### config.mk
export PLATFORM = sky130hd
export DESIGN_NAME = datapath_p
export DESIGN_NICKNAME = d
export VERILOG_FILES = /design/src/rtl/datapath_pkg.sv /design/src/rtl/mem_if_fsm.sv /design/src/rtl/datapath_p.sv
export SDC_FILE = /design/constraint.sdc
export NUM_CORES = 2
export LEC_CHECK = 0
export ABC_AREA = 1
export CAP_MARGIN = 30
export CORE_ASPECT_RATIO = 0.8
export CORE_MARGIN = 5
export CORE_UTILIZATION = 59
export DETAILED_ROUTE_END_ITERATION = 12
export PLACE_DENSITY = 0.87
export SYNTH_ARGS = -nofsm -noshare
export SYNTH_HDL_FRONTEND = slang
export SYNTH_SLANG_ARGS = --single-unit
### constraint.sdc
create_clock -name clk -period 9.57 [get_ports clk]
set_clock_uncertainty 0.15 [all_clocks]
set_input_delay 2.871 -clock clk [delete_from_list [all_inputs] [get_ports clk]]
set_output_delay 2.871 -clock clk [all_outputs]
set_load 0.1 [all_outputs]
### src/rtl/datapath_pkg.sv
// ============================================================================
// datapath_pkg : shared types, bus-source indices and helpers for datapath_p
// Revision: 1.0
// ============================================================================
`default_nettype none

package datapath_pkg;

    typedef enum logic [1:0] {
        MS_IDLE = 2'd0,
        MS_RD   = 2'd1,
        MS_WR   = 2'd2
    } mem_state_t;

    // Bus source indices, listed in falling priority order
    localparam int SRC_REG = 0;
    localparam int SRC_HI  = 1;
    localparam int SRC_LO  = 2;
    localparam int SRC_ZHI = 3;
    localparam int SRC_ZLO = 4;
    localparam int SRC_PC  = 5;
    localparam int SRC_MDR = 6;
    localparam int SRC_IN  = 7;
    localparam int SRC_C   = 8;
    localparam int NSRC    = 9;

    // Sign-extends the low w bits of v to 64 bits; callers truncate to their width
    function automatic logic [63:0] sign_ext(input logic [63:0] v, input int w);
        logic [63:0] sh;
        sh = v << (64 - w);
        return $signed(sh) >>> (64 - w);
    endfunction

endpackage

`default_nettype wire

### src/rtl/mem_if_fsm.sv
// ============================================================================
// mem_if_fsm : handshaked memory request FSM with wait-count timeout
// Revision: 1.0
// ============================================================================
`default_nettype none

module mem_if_fsm
    import datapath_pkg::*;
#(
    parameter int ADDR_W      = 9,
    parameter int MEM_TIMEOUT = 15
) (
    input  logic              clk,
    input  logic              clr,
    input  logic              read,
    input  logic              write,
    input  logic [ADDR_W-1:0] mar_addr,
    input  logic              mem_ack,
    output logic [ADDR_W-1:0] mem_addr,
    output logic              mem_rd,
    output logic              mem_wr,
    output logic              mem_busy,
    output logic              mem_done,
    output logic              mem_err,
    output logic              mdr_capture,
    output logic              mdr_lock
);

    localparam int CNT_W = $clog2(MEM_TIMEOUT + 1);

    mem_state_t       state, state_nx;
    logic [CNT_W-1:0] wait_cnt;
    logic             start, ack_hit, timeout;

    always_comb begin
        state_nx = state;
        start    = 1'b0;
        ack_hit  = 1'b0;
        timeout  = 1'b0;
        case (state)
            MS_IDLE: begin
                if (read) begin
                    state_nx = MS_RD;
                    start    = 1'b1;
                end else if (write) begin
                    state_nx = MS_WR;
                    start    = 1'b1;
                end
            end
            MS_RD, MS_WR: begin
                // An ack arriving on the final wait cycle still completes the access
                if (mem_ack) begin
                    ack_hit  = 1'b1;
                    state_nx = MS_IDLE;
                end else if (wait_cnt == CNT_W'(MEM_TIMEOUT)) begin
                    timeout  = 1'b1;
                    state_nx = MS_IDLE;
                end
            end
            default: state_nx = MS_IDLE;
        endcase
    end

    always_ff @(posedge clk or negedge clr) begin
        if (!clr) begin
            state    <= MS_IDLE;
            wait_cnt <= '0;
            mem_addr <= '0;
            mem_done <= 1'b0;
            mem_err  <= 1'b0;
        end else begin
            state    <= state_nx;
            mem_done <= ack_hit;
            if (timeout) begin
                mem_err <= 1'b1;
            end
            if (start) begin
                mem_addr <= mar_addr;
                wait_cnt <= '0;
            end else if (state != MS_IDLE) begin
                wait_cnt <= wait_cnt + 1'b1;
            end
        end
    end

    assign mem_rd      = (state == MS_RD);
    assign mem_wr      = (state == MS_WR);
    assign mem_busy    = (state != MS_IDLE);
    assign mdr_capture = (state == MS_RD) && mem_ack;
    assign mdr_lock    = (state == MS_WR);

endmodule

`default_nettype wire

### src/rtl/datapath_p.sv
// ============================================================================
// datapath_p : parametrised register-transfer datapath with register file,
//              priority bus, external ALU ports and handshaked memory port
// Revision: 1.0
// ============================================================================
`default_nettype none

module datapath_p
    import datapath_pkg::*;
#(
    parameter int WIDTH       = 32,
    parameter int NREGS       = 16,
    parameter int ADDR_W      = 9,
    parameter int C_W         = 19,
    parameter int PC_STEP     = 1,
    parameter int MEM_TIMEOUT = 15
) (
    input  logic                     clk,
    input  logic                     clr,
    input  logic [$clog2(NREGS)-1:0] reg_sel,
    input  logic                     reg_in,
    input  logic                     reg_out,
    input  logic                     BA_out,
    input  logic                     PC_in,
    input  logic                     PC_inc,
    input  logic                     IR_in,
    input  logic                     Y_in,
    input  logic                     Z_in,
    input  logic                     HI_in,
    input  logic                     LO_in,
    input  logic                     MAR_in,
    input  logic                     MDR_in,
    input  logic                     Out_in,
    input  logic                     PC_out,
    input  logic                     Zhigh_out,
    input  logic                     Zlow_out,
    input  logic                     HI_out,
    input  logic                     LO_out,
    input  logic                     MDR_out,
    input  logic                     InPort_out,
    input  logic                     C_out,
    input  logic                     Read,
    input  logic                     Write,
    output logic [ADDR_W-1:0]        mem_addr,
    output logic [WIDTH-1:0]         mem_wdata,
    output logic                     mem_rd,
    output logic                     mem_wr,
    input  logic [WIDTH-1:0]         mem_rdata,
    input  logic                     mem_ack,
    output logic                     mem_busy,
    output logic                     mem_done,
    output logic                     mem_err,
    input  logic [WIDTH-1:0]         InPort_Data,
    output logic [WIDTH-1:0]         OutPort_Data,
    output logic [WIDTH-1:0]         alu_a,
    output logic [WIDTH-1:0]         alu_b,
    input  logic [WIDTH-1:0]         alu_hi,
    input  logic [WIDTH-1:0]         alu_lo,
    output logic [WIDTH-1:0]         Bus_Data,
    output logic                     bus_err,
    output logic [WIDTH-1:0]         IR_Data,
    output logic [WIDTH-1:0]         PC_Data
);

    localparam int SEL_W = $clog2(NREGS);

    logic [WIDTH-1:0]  rf [NREGS];
    logic [WIDTH-1:0]  pc, ir, y, zhi, zlo, hi, lo, mdr, outport, bus, c_ext;
    logic [ADDR_W-1:0] mar;
    logic [NSRC-1:0]   src_en;
    logic              mdr_capture, mdr_lock;

    for (genvar i = 0; i < NREGS; i++) begin : g_regs
        logic [WIDTH-1:0] r;
        always_ff @(posedge clk or negedge clr) begin
            if (!clr) begin
                r <= '0;
            end else if (reg_in && (reg_sel == SEL_W'(i))) begin
                r <= bus;
            end
        end
        assign rf[i] = r;
    end

    assign c_ext = WIDTH'(sign_ext(64'(ir[C_W-1:0]), C_W));

    always_comb begin
        src_en          = '0;
        src_en[SRC_REG] = reg_out;
        src_en[SRC_HI]  = HI_out;
        src_en[SRC_LO]  = LO_out;
        src_en[SRC_ZHI] = Zhigh_out;
        src_en[SRC_ZLO] = Zlow_out;
        src_en[SRC_PC]  = PC_out;
        src_en[SRC_MDR] = MDR_out;
        src_en[SRC_IN]  = InPort_out;
        src_en[SRC_C]   = C_out;

        bus = '0;
        if (reg_out)         bus = (BA_out && (reg_sel == '0)) ? '0 : rf[reg_sel];
        else if (HI_out)     bus = hi;
        else if (LO_out)     bus = lo;
        else if (Zhigh_out)  bus = zhi;
        else if (Zlow_out)   bus = zlo;
        else if (PC_out)     bus = pc;
        else if (MDR_out)    bus = mdr;
        else if (InPort_out) bus = InPort_Data;
        else if (C_out)      bus = c_ext;
    end

    // Clearing the lowest set bit leaves a nonzero value only if two or more sources are on
    assign bus_err = |(src_en & (src_en - 1'b1));

    always_ff @(posedge clk or negedge clr) begin
        if (!clr) begin
            pc      <= '0;
            ir      <= '0;
            y       <= '0;
            zhi     <= '0;
            zlo     <= '0;
            hi      <= '0;
            lo      <= '0;
            mar     <= '0;
            outport <= '0;
        end else begin
            if (PC_in)       pc <= bus;
            else if (PC_inc) pc <= pc + WIDTH'(PC_STEP);
            if (IR_in)       ir <= bus;
            if (Y_in)        y  <= bus;
            if (HI_in)       hi <= bus;
            if (LO_in)       lo <= bus;
            if (MAR_in)      mar <= bus[ADDR_W-1:0];
            if (Out_in)      outport <= bus;
            if (Z_in) begin
                zhi <= alu_hi;
                zlo <= alu_lo;
            end
        end
    end

    // Read capture wins over MDR_in; during a write MDR is frozen
    always_ff @(posedge clk or negedge clr) begin
        if (!clr) begin
            mdr <= '0;
        end else if (mdr_capture) begin
            mdr <= mem_rdata;
        end else if (MDR_in && !mdr_lock) begin
            mdr <= bus;
        end
    end

    mem_if_fsm #(
        .ADDR_W      (ADDR_W),
        .MEM_TIMEOUT (MEM_TIMEOUT)
    ) u_mem_if (
        .clk         (clk),
        .clr         (clr),
        .read        (Read),
        .write       (Write),
        .mar_addr    (mar),
        .mem_ack     (mem_ack),
        .mem_addr    (mem_addr),
        .mem_rd      (mem_rd),
        .mem_wr      (mem_wr),
        .mem_busy    (mem_busy),
        .mem_done    (mem_done),
        .mem_err     (mem_err),
        .mdr_capture (mdr_capture),
        .mdr_lock    (mdr_lock)
    );

    assign Bus_Data     = bus;
    assign alu_a        = y;
    assign alu_b        = bus;
    assign mem_wdata    = mdr;
    assign OutPort_Data = outport;
    assign IR_Data      = ir;
    assign PC_Data      = pc;

endmodule

`default_nettype wire

**After elaboration in Yosys (flattened, before gate mapping)**

Index checks and enable logic that the tools add are counted.
W data, S select, Z words.

- Register bits: 826
- Bits in latches: 0
- Bits in writable memories: 0
- Memory bits (read-only): 0
- Input bits: 158
- Logic and storage cells: 118
- Memories kept: 0

- $add $sub $neg: 3
- $mul: 0
- Divide/modulo/power cells: 0
- Order comparisons: 1
- Eq/ne operators: 20
- Shift-type cells: 0
- Muxes and demuxes: 32
- Bitwise logic cells: 2
- Reduce and logical (&&, ||, !) cells: 29

Operators by type and width:

| operator | number |
|---|---|
| $mux W32 | 16 |
| $bmux W32 S4 | 1 |
| $eq A4 B4 Y1 const B | 9 |
| $add A32 B1 Y32 const B | 1 |
| $logic_and A1 B1 Y1 | 19 |
| $eq A4 B3 Y1 const B | 4 |
| $and A9 B9 Y9 | 1 |
| $reduce_or A9 Y1 | 1 |
| $sub A9 B1 Y9 const B | 1 |
| $eq A4 B2 Y1 const B | 2 |
| $mux W1 | 8 |
| $mux W2 | 4 |
| $mux W4 | 2 |
| $reduce_bool A2 Y1 | 4 |
| $ge A5 B5 Y1 const B | 1 |
| $not A4 Y5 | 1 |
| $add A4 B1 Y4 const B | 1 |
| $eq A4 B1 Y1 const B | 1 |
| $logic_not A4 Y1 | 1 |
| $pmux W2 S2 | 1 |
| $ne A3 B2 Y1 const B | 1 |
| $ne A3 B3 Y1 const B | 1 |
| $eq A2 B1 Y1 const B | 1 |
| $eq A2 B2 Y1 const B | 1 |
| other kinds (4) | 4 |

**Logic depth before layout (Yosys ltp)**

- Depth in word-level cells: 11
- Mapped depth: 14
- Depth with buffers taken out: 12

**Cells and area by module**

From an unflattened synthesis, not the netlist that was laid out.

- Cell total of the unflattened synthesis: 5743
- Area, all modules: 40642.7 um^2

By module, submodules not included:

| module | times used | cells an instance | area each (um^2) |
|---|---|---|---|
| datapath_p | 1 | 5653 | 39855.7 |
| mem_if_fsm | 1 | 90 | 787.0 |

**Worst setup path before layout**

No wires, ideal clock.

- Kind: input port to output port
- Start: input port HI_out
- End: output port bus_err
- Arrival time: 4.835 ns
- Required time: 6.549 ns
- Path slack: 1.714 ns
- Stages on the path: 8
- Buffers on the path: 2
- Cell sequence: buf_2 -> nor2_1 -> inv_1 -> clkbuf_1 -> nor3_1 -> nand2_1 -> o21ai_0 -> nand4_1

- Word-level cells in the longest chain between the ends: 3

RTL lines:

| item | line | text |
|---|---|---|
| start: declaration | datapath_p.sv:37 | `input logic HI_out,` |
| $sub A9 B1 Y9 | datapath_p.sv:112 | `assign bus_err = \|(src_en & (src_en - 1'b1));` |
| $and A9 B9 Y9 (*) | datapath_p.sv:112 |  |
| $reduce_or A9 Y1 (*) | datapath_p.sv:112 |  |
| end: declaration | datapath_p.sv:60 | `output logic bus_err,` |

Mark *: on every way between the ends. The rest lies on a longest branch, timed or not.

**Worst setup path after layout**

- Start: input port InPort_out
- End: output port alu_b[31]

- Word-level cells in the longest chain between the ends: 8

RTL lines:

| item | line | text |
|---|---|---|
| start: declaration | datapath_p.sv:40 | `input logic InPort_out,` |
| $mux W32 | datapath_p.sv:107 | `else if (InPort_out) bus = InPort_Data;` |
| $mux W32 | datapath_p.sv:106 | `else if (MDR_out) bus = mdr;` |
| $mux W32 | datapath_p.sv:105 | `else if (PC_out) bus = pc;` |
| $mux W32 | datapath_p.sv:104 | `else if (Zlow_out) bus = zlo;` |
| $mux W32 | datapath_p.sv:103 | `else if (Zhigh_out) bus = zhi;` |
| $mux W32 | datapath_p.sv:102 | `else if (LO_out) bus = lo;` |
| $mux W32 | datapath_p.sv:101 | `else if (HI_out) bus = hi;` |
| $mux W32 | datapath_p.sv:100 | `if (reg_out) bus = (BA_out && (reg_sel == '0)) ? '0 : rf[reg_sel];` |
| end: declaration | datapath_p.sv:56 | `output logic [WIDTH-1:0] alu_b,` |

No other way between the ends.

==> results.toml <==
[clock_tree]
cts_setup_buffers = 0
clockRootBuffer = "clkbuf_16"
clkLatencyLatePin_ns = 0.63
clk_path_buf_depth = 3
cts_max_level = 3
cts_sinks = 826
cts_hold_buf = 0
path_clk_slew_ns = 0.06
cts_tree = "done"
cts_buffers = 78
cts_resized = 0

[final_layout]
mostFrequentLayoutCells = "nand2_1 (3307), dfrtp_1 (826), clkdlybuf4s50_1 (325)"
area_growth_pct = 19.17
layout-drive-gt1-share_pct = 7.621
nets = 5833
final.fill_count = 4978
post-route-cell-area_um2 = 47720
final_common_cell = "nand2_1"
utilization_pct = 70.89

[sta]
hold_violations = 0
relSlewSlack_pct = 27.52
report.final.slew_viol_count = 0
clock.fmax_mhz = 115.9
period_needed_ns = 8.632
tightest_slew_ns = 1.083
finalSetupTns_ns = 0
rsz0062_at_grt = "no"
setup_viol = 0
finalCritPeriodShare_pct = 90.20

[worst_setup_path]
cp-start-kind = "input pin"
end_kind = "output pin"
worstPathCellList = "clkdlybuf4s50_1, buf_4, a21oi_1, nand2_1, nand2_1, nand2_1, nand2_1, nand2_1, nand2_2, buf_4, nand2_2, buf_12"
arrival_ns = 5.61
required_ns = 6.55
cp_slowest_stage_delay_ns = 0.94
worstPathMaxFanout = 25
slowest_stage = "clkdlybuf4s50_1"
path_class = "in2out"
crit_top_cell = "nand2_1"

[routing]
antenna_left = 0
totalWireLength_um = 140000
drt-initial-drc-count = 5292
drc = 0
via_count = 39100
vias_per_cell = 5.891
post_drt_wl_per_cell_um = 21.10
first_pass_iters = 7

[placed_design]
placed_cell_area_um2 = 45170
io_buffers = 396
hpwl_um = 88540
globalplace.congestion = 1.046

[yosys]
synth_cell_type_count = 34
synth.top_cell.area_share_pct = 51.62
seq_area_frac_synth_pct = 51.62
synth_cells = 5447
synth_top_area_cell = "dfrtp_1"
syn_area_um2 = 40050
synth_nets = 5610
avgSynthCellArea_um2 = 7.352
yosysWarningCount = 0
ys_seq_elements = 826
synth.area.top_cells = "dfrtp_1 (52%), nand2_1 (31%), a21oi_1 (1.8%)"

[pwr]
power_density_nw_per_um2 = 231.0
finalPower_uw = 11030
ir_drop_mv = 0.2771
cellLeakagePower_uw = 0.02527

[floorplan]
num_io_pins = 397
placementRows = 85
dieArea_um2 = 73220
initial_core_util_pct = 59.49
core_area_um2 = 67320
die_width_um = 301.3
die_y_um = 243.0

[grt]
grt_pass1_vias = 38800
grt_pass1_wl_um = 216800
grt_overflow = 0
grt.total_usage_pct = 37.57
antenna_found_initial = 4
grt_max_degree = 174

[run_status]
status = "complete, no violations"

[run]
cap_violations = 0

[min_path]
hold_path.class = "reg2reg"
## metrics by stage
| stage | hold slack, ns | instances | setup WS (ns) |
|---|---|---|---|
| detailed placement | 0.3116 | 6500 | 1.071 |
| global placement | 0.3096 | 6489 | 1.150 |
| CTS | 0.3308 | 6631 | 1.040 |
| global route | 0.3402 | 6637 | 0.8771 |
| finish | 0.3282 | 6637 | 0.9383 |
| floorplan | 0.2951 | 5447 | 1.714 |
## cells by family (layout without fill, tap and decap cells)
group	Yosys count	in the layout	share of synthesized area [%]
adders and majority gates	5	5	0.1562
AOI/OAI and AO/OA	376	376	5.246
xor gates and xnor gates	17	17	0.3718
muxes	41	41	1.153
and+or+nand+nor	3621	3621	35.02
other	0	3	0
buffers and inverters	561	835	6.439
DFF	826	826	51.62
## cell type report
| cell class | instances | area (µm²) | share of cell area [%] |
|---|---|---|---|
| well taps | 913 | 1142 | 2.394 |
| clock buffers | 113 | 2297 | 4.813 |
| flip-flops and latches | 826 | 20670 | 43.31 |
| repair buffers | 523 | 5931 | 12.43 |
| multi-input cells | 4060 | 16820 | 35.24 |
| diodes | 3 | 7.507 | 0.01573 |
| inverters | 181 | 684.4 | 1.434 |
| clock inverters | 18 | 175.2 | 0.3670 |
## state kept, by name, indices dropped and copies added, names as in the netlist, 32 cells and up
register / flops
alu_a: 32
lo: 32
hi: 32
PC_Data: 32
g_regs.r: 512
zlo: 32
mem_wdata: 32
zhi: 32
IR_Data: 32
OutPort_Data: 32
## power by group
| group | internal, µW | total [µW] | switching [µW] |
|---|---|---|---|
| registers | 4030 | 4390 | 359 |
| logic | 931 | 3530 | 2600 |
| clock network | 1740 | 3100 | 1360 |
| total | 6700 | 11000 | 4330 |
## final timing paths
kind | from | depth (start not counted) | slack [ns] | to
worst min register to register | OutPort_Data[7] | 2 | 0.33 | OutPort_Data[7]
max in group asynchronous | clr | 2 | 5.70 | g_regs[11].r[6]
worst max register to register | PC_Data[0] | 10 | 6.93 | PC_Data[18]
worst max-delay path | InPort_out | 12 | 0.94 | alu_b[31]
worst min-delay path | OutPort_Data[7] | 2 | 0.33 | OutPort_Data[7]
min in group asynchronous | clr | 1 | 2.06 | OutPort_Data[13]
## worst max-delay path: cells and delay by family
family,cells,cell delay (ns)
buf+inv,4,1.82
compound gates,1,0.11
simple gates,7,0.77
## cell usage after synthesis, drive strengths merged
master / count
a21oi: 141
a22o: 2
a22oi: 70
a31oi: 17
buf: 210
clkbuf: 170
clkinv: 2
dfrtp: 826
ha: 5
inv: 179
mux2: 41
nand2: 3342
nand3: 124
nand3b: 4
nand4: 37
nor2: 101
nor3: 12
nor4: 1
o21ai: 144
o21bai: 1
o22ai: 1
xnor2: 4
xor2: 13
## routing by layer
metal | GRT usage [%] | vias to the layer above | share of wire [%]
met5 | 0 | - | 0
met3 | 9.720 | 674 | 13
met2 | 57.27 | 2960 | 44
met4 | 23.55 | 0 | 7.7
met1 | 48.17 | 18350 | 35
li1 | - | 17120 | -
Power figures use the tool's default switching activity.
